## config.mk

```make
export PLATFORM = sky130hd
export DESIGN_NAME = vc_scheduler
export DESIGN_NICKNAME = d
export VERILOG_FILES = /design/src/rtl/vc_scheduler.sv
export SDC_FILE = /design/constraint.sdc
export NUM_CORES = 1
export LEC_CHECK = 0
export BUFFER_PORTS_ARGS = -buffer_cell sky130_fd_sc_hd__clkbuf_2
export CORE_MARGIN = 1.5
export CORE_UTILIZATION = 45
export DETAILED_ROUTE_END_ITERATION = 10
export PLACE_DENSITY = 0.92
export RECOVER_POWER = 25
export SLEW_MARGIN = 25
export SYNTH_ARGS = -nofsm -noshare
export SYNTH_HDL_FRONTEND = slang
export SYNTH_SLANG_ARGS = --single-unit
```

## constraint.sdc

```tcl
create_clock -name clk -period 2.6 [get_ports clk]
set_input_delay 0.26 -clock clk [delete_from_list [all_inputs] [get_ports clk]]
set_output_delay 0.26 -clock clk [all_outputs]
set_load 0.01 [all_outputs]
```

## src/rtl/vc_scheduler.sv

```systemverilog
// Two-VC weighted round-robin scheduler: VC0 gets up to WEIGHT back-to-back grants before a waiting VC1 is served.
// Optional grant statistics counters are built when VC_SCHED_STATS_EN is defined.
module vc_scheduler #(
  parameter int BW     = 6,
  parameter int WEIGHT = 3
) (
  input  logic          clk,
  input  logic          reset_L,
  input  logic          vc0_empty,
  input  logic          vc1_empty,
  input  logic [BW-1:0] vc0_data,
  input  logic [BW-1:0] vc1_data,
  input  logic          dest_almost_full,
  output logic          vc0_rd,
  output logic          vc1_rd,
  output logic [BW-1:0] data_out,
  output logic          valid_out,
  output logic          grant_vc,
  output logic [1:0]    state,
  output logic [7:0]    grant0_cnt,
  output logic [7:0]    grant1_cnt
);

  typedef enum logic [1:0] {
    IDLE   = 2'd0,
    SERVE0 = 2'd1,
    SERVE1 = 2'd2,
    HOLD   = 2'd3
  } state_t;

  localparam logic [3:0] WMAX = 4'(WEIGHT);

  state_t        r_state;
  state_t        w_state_nxt;
  logic [3:0]    r_wcnt;
  logic [3:0]    w_wcnt_nxt;
  logic          w_gnt0;
  logic          w_gnt1;
  logic [BW-1:0] r_data;
  logic          r_valid;
  logic          r_gvc;

  // Grant decision; gated by reset_L so no FIFO is read while reset is held.
  always_comb begin
    w_gnt0 = 1'b0;
    w_gnt1 = 1'b0;
    if (reset_L && !dest_almost_full) begin
      if (!vc0_empty && (vc1_empty || (r_wcnt < WMAX)))
        w_gnt0 = 1'b1;
      else if (!vc1_empty)
        w_gnt1 = 1'b1;
    end
  end

  always_comb begin
    w_state_nxt = IDLE;
    w_wcnt_nxt  = r_wcnt;
    if (dest_almost_full)
      w_state_nxt = HOLD;
    else if (w_gnt0)
      w_state_nxt = SERVE0;
    else if (w_gnt1)
      w_state_nxt = SERVE1;

    if (w_gnt0) begin
      if (vc1_empty)
        w_wcnt_nxt = 4'd0;
      else if (r_wcnt >= WMAX)
        w_wcnt_nxt = WMAX;
      else
        w_wcnt_nxt = r_wcnt + 4'd1;
    end else if (w_gnt1) begin
      w_wcnt_nxt = 4'd0;
    end
  end

  always_ff @(posedge clk or negedge reset_L) begin
    if (!reset_L) begin
      r_state <= IDLE;
      r_wcnt  <= 4'd0;
    end else begin
      r_state <= w_state_nxt;
      r_wcnt  <= w_wcnt_nxt;
    end
  end

  // Output register: data and VC only change on a grant, valid tracks the grant.
  always_ff @(posedge clk or negedge reset_L) begin
    if (!reset_L) begin
      r_data  <= '0;
      r_valid <= 1'b0;
      r_gvc   <= 1'b0;
    end else begin
      r_valid <= w_gnt0 | w_gnt1;
      if (w_gnt0) begin
        r_data <= vc0_data;
        r_gvc  <= 1'b0;
      end else if (w_gnt1) begin
        r_data <= vc1_data;
        r_gvc  <= 1'b1;
      end
    end
  end

`ifdef VC_SCHED_STATS_EN
  logic [7:0] r_cnt0;
  logic [7:0] r_cnt1;

  always_ff @(posedge clk or negedge reset_L) begin
    if (!reset_L) begin
      r_cnt0 <= 8'd0;
      r_cnt1 <= 8'd0;
    end else begin
      if (w_gnt0 && (r_cnt0 != 8'hFF))
        r_cnt0 <= r_cnt0 + 8'd1;
      if (w_gnt1 && (r_cnt1 != 8'hFF))
        r_cnt1 <= r_cnt1 + 8'd1;
    end
  end

  assign grant0_cnt = r_cnt0;
  assign grant1_cnt = r_cnt1;
`else
  assign grant0_cnt = 8'd0;
  assign grant1_cnt = 8'd0;
`endif

  assign vc0_rd    = w_gnt0;
  assign vc1_rd    = w_gnt1;
  assign data_out  = r_data;
  assign valid_out = r_valid;
  assign grant_vc  = r_gvc;
  assign state     = r_state;

endmodule

```

# Yosys cells after proc, flatten, opt, wreduce, memory -nomap -nowiden
# Index checks and enable logic that the tools add are counted.
classes:
  addsub: 1
  order_cmp: 2
  muxes: 16
  n_bitwise: 1
  n_reduce_logical: 6
ops:
  columns: ["cell", "n"]
  rows:
  - ["4-bit two-way mux", 4]
  - ["6-bit two-way mux", 2]
  - ["1-bit two-way mux", 7]
  - ["2-bit two-way mux", 3]
  - ["4-bit by 1-bit adder with 4-bit output, second input constant", 1]
  - ["4-bit by 2-bit >= comparator with 1-bit output, second input constant", 1]
  - ["4-bit by 2-bit < comparator with 1-bit output, second input constant", 1]
  - ["1-bit logical AND", 2]
  - ["1-bit zero test", 2]
  - ["2-bit nonzero test", 1]
  - ["1-bit logical OR", 1]
  - ["1-bit bitwise OR", 1]
totals:
  ff_bits: 14
  inputBits: 17
  out_inout_bits: 28
  word_cells: 31

# Longest topological paths before layout
logic_depth:
  depth_word: 8
  mapped_depth: 5
  mapped_depth_nobuf: 4

# Least setup slack after synthesis
# Ideal clock, no wire load.
synth_timing:
  path_type: "register -> output"
  start: "reg r_wcnt[0]"
  end: "out vc0_rd"
  arrival_ns: 1.265
  t_required_ns: 2.340
  setup_slack_ns: 1.075
  path_stages_with_launch: 6
  n_path_buf: 1
  cell_sequence: "dfrtp_1 > ha_1 > nor4_4 > a21o_1 > buf_2 > and2_1"
synth_via:
  elab_chain_len: 5
synth_lines:
  columns: ["element", "line_no", "rtl"]
  rows:
  - ["start: declaration", "35", "logic [3:0] r_wcnt;"]
  - ["start signal: assignment", "83", "r_wcnt <= w_wcnt_nxt;"]
  - ["4-bit by 2-bit < comparator with 1-bit output", "48", "if (!vc0_empty && (vc1_empty || (r_wcnt < WMAX)))"]
  - ["1-bit logical OR", "48", null]
  - ["1-bit logical AND", "48", null]
  - ["1-bit two-way mux", "48", null]
  - ["1-bit two-way mux", "47", "if (reset_L && !dest_almost_full) begin"]
  - ["end: declaration", "14", "output logic vc0_rd,"]
# Every way passes these cells.

# Worst setup path after layout
layout_timing:
  start: "in reset_L"
  end: "out vc1_rd"
layout_via:
  elab_chain_len: 2
layout_lines:
  columns: ["element", "line_no", "rtl"]
  rows:
  - ["start: declaration", "8", "input logic reset_L,"]
  - ["1-bit logical AND", "47", null]
  - ["1-bit two-way mux", "47", null]
  - ["end: declaration", "15", "output logic vc1_rd,"]
# Every way passes these cells.

==> results.md <==
* RR Endpoint: data_out[5]
* Max Cap Viol at 0
* Clock root cell: clkbuf_4
* Vias per std cell at 4.719
* Sequential area share after synthesis at 42.30%
* FF/Latch Area at 350.3 sq um
* Avg Cell Area, Syn at 11.04 sq um
* Detail Route Antenna Nets at 0
* Clock Latency Late Sink at 280 ps
* Avg WL per Cell at 12.63 um
* PD cells at 563.5 nW/um^2
* Die span in x at 45.90 um
* RR Startpoint: r_wcnt[0]
* CTS sink cnt at 14
* Hold depth at 2
* Initial antenna violation count at 0
* Pre-CTS setup slack at 885.3 ps
* Routed WL at 1.616 mm
* Residual overflow from global routing at 0
* Worst Path Max Fanout at 18
* DRT Pass-1 Iters at 4
* Hold Vio Cnt, Final at 0
* Fin nets at 122
* Worst path arrival time at 1840 ps
* Hpwl dp at 1.206 mm
* Maximum clock path buffer count at 2
* I/O pin cnt at 45
* Count of state elements after synthesis at 14
* Global-route wire length before repair at 2.628 mm
* Final instance area at 952.2 sq um
* Vert. Die Dim at 45.90 um
* Fillers at 175
* Max Fclk at 476.8 MHz
* Synth warn at 0
* RSZ-0062 raised after global routing: no
* Drt drc at 0
* Worst hold endpoint: state[0]
* Vias in the first global route at 607
* Area of the multi-input gates at 369.1 sq um
* RD Place Congestion at 0.7525
* Min-delay src: dest_almost_full
* Mapped cell area at 828.3 sq um
* Area Growth Syn to Fin at 14.95%
* Slew Limit Fails at 0
* Worst setup margin at 502.6 ps
* Row count at 15
* Syn Inst Count at 75
* Worst Setup Start Kind: input port
* Num CTS Buffers at 3
* Reg2Reg Setup Slack at 1070 ps
* Setup violators final at 0
* GRT Total Usage at 17.49%
* Fin crit period at 2097 ps
* Largest net degree at the start of global routing at 19
* Peak VDD IR at 0.3342 mV
* Reg2Reg Depth at 5
* TNS Setup at 0 ps
* Fin util at 55.14%
* Share of cells above drive strength 1 at 40.78%
* Post-DP Area at 905.9 sq um
* Clk_skew at 1.127 ps
* Clock transition at path regs at 80 ps
* Library cells used by synthesis at 22
* Hold WC Path Type: in2reg
* Initial drt markers at 5
* H-tree depth at 1
* Crit path capture type: primary output
* Vias at 604
* Die area at 2107 sq um
* Core area at 1727 sq um
* Outcome: completed
* Critical path type: in2out
* CTS resizes at 0
* Cell leakage power at 0.5089 nW
* Port-buffer cells at 28
* Worst Path Required at 2340 ps
* Antenna fix cells at 0
* CTS tree: done
* Initial core utilization at 47.97%
* Crit share post-route at 80.67%
-- final cells by class --
type / instances / share of cell area (%)
Multi-Input combinational cell: 53 / 38.76
Sequential cell: 14 / 36.79
Timing Repair Buffer: 30 / 16.56
Clock buffer: 4 / 3.811
Tap cell: 25 / 3.285
Inverter: 2 / 0.7884
-- power breakdown --
part           switching [mW]  internal, mW  leakage (nW)
registers              0.0143         0.243         0.176
clock network          0.0711        0.0851        0.0210
logic                  0.0661        0.0566         0.312
-- sequential cells by signal, indices dropped and copies added (netlist names) --
| register | count |
|---|---|
| valid_out | 1 |
| grant_vc | 1 |
| data_out | 6 |
| state | 2 |
| r_wcnt | 4 |
-- placed cells by master, fill, tap and decap left out, drive strengths merged, types with 2 or more instances in the layout --
| cell type | n |
|---|---|
| conb | 16 |
| nor2 | 2 |
| dfrtp | 14 |
| a21o | 3 |
| nor4b | 6 |
| and2 | 9 |
| nand2 | 2 |
| a221o | 6 |
| nor3 | 2 |
| clkbuf | 32 |
| inv | 2 |
-- cells in the mapped netlist --
| cell | n | share of area (%) |
|---|---|---|
| a21o_1 | 3 | 2.7 |
| ha_1 | 1 | 1.5 |
| buf_2 | 3 | 1.8 |
| nor3_1 | 2 | 1.2 |
| nor4b_1 | 6 | 6.3 |
| and2_2 | 6 | 5.4 |
| a22o_1 | 1 | 1.1 |
| inv_1 | 2 | 0.91 |
| nand2_1 | 1 | 0.45 |
| buf_4 | 16 | 15 |
| nor2_1 | 2 | 0.91 |
| nand2_4 | 1 | 1.4 |
| and2_1 | 3 | 2.3 |
| buf_6 | 2 | 2.7 |
| a2bb2oi_1 | 1 | 1.1 |
| a32o_1 | 1 | 1.2 |
| conb_1 | 1 | 0.45 |
| and2b_4 | 1 | 1.2 |
| nor4_4 | 1 | 2.6 |
| dfrtp_1 | 14 | 42 |
| a221o_1 | 6 | 7.3 |
| nand2b_1 | 1 | 0.76 |
-- repair_timing --
action,in CTS,in global routing
endpoints found under the setup margin,0,0
endpoints found under the hold margin,14,0
buffers inserted,0,0
hold buffers,1,0
-- how the worst max path moves through the flow --
stage                     startpoint      to  slack [ps]  depth (start not counted)
final                        reset_L  vc1_rd         500                          5
after global routing         reset_L  vc1_rd         300                          5
after global placement     r_wcnt[0]  vc0_rd         950                          5
after detailed placement   r_wcnt[0]  vc0_rd         890                          5
after floorplan            r_wcnt[0]  vc0_rd        1080                          5
after CTS                    reset_L  vc1_rd         480                          5
-- critical path, cell delays in order --
cell and delay, ps:
dlygate4sd3_1 520, clkbuf_2 360, nand2b_1 310, nor3_1 210
clkbuf_2 160
-- logic make-up (layout without fill, tap and decap cells) --
group / count (synthesis) / in the layout / synth area share, %
and+or+nand+nor: 24 / 24 / 22.51
buffers and inverters: 23 / 36 / 19.94
DFF: 14 / 14 / 42.30
AOI/OAI and AO/OA: 12 / 12 / 13.29
adders and majority gates: 1 / 1 / 1.510
other: 1 / 16 / 0.4527
-- layer usage --
| layer | share of wire [%] | wire [um] | vias to the layer above | track usage [%] |
|---|---|---|---|---|
| li1 | - | - | 289 | - |
| met1 | 42 | 682 | 281 | 23.34 |
| met2 | 50 | 815 | 34 | 27.22 |
| met3 | 7.3 | 118 | 0 | 4.365 |
| met4 | 0 | 0 | 0 | 6.286 |
| met5 | 0 | 0 | - | 0 |
-- per-stage QoR --
stage / hold WS, ps / power [mW] / instances
global route: 200.5 / 0.5684 / 128
floorplan: -35.59 / 0.3546 / 90
detailed placement: 210.7 / 0.3845 / 123
global placement: 196.3 / 0.3789 / 123
CTS: 190.1 / 0.5435 / 128
finish: 198.1 / 0.5366 / 128
(Power assumes the default switching activity.)
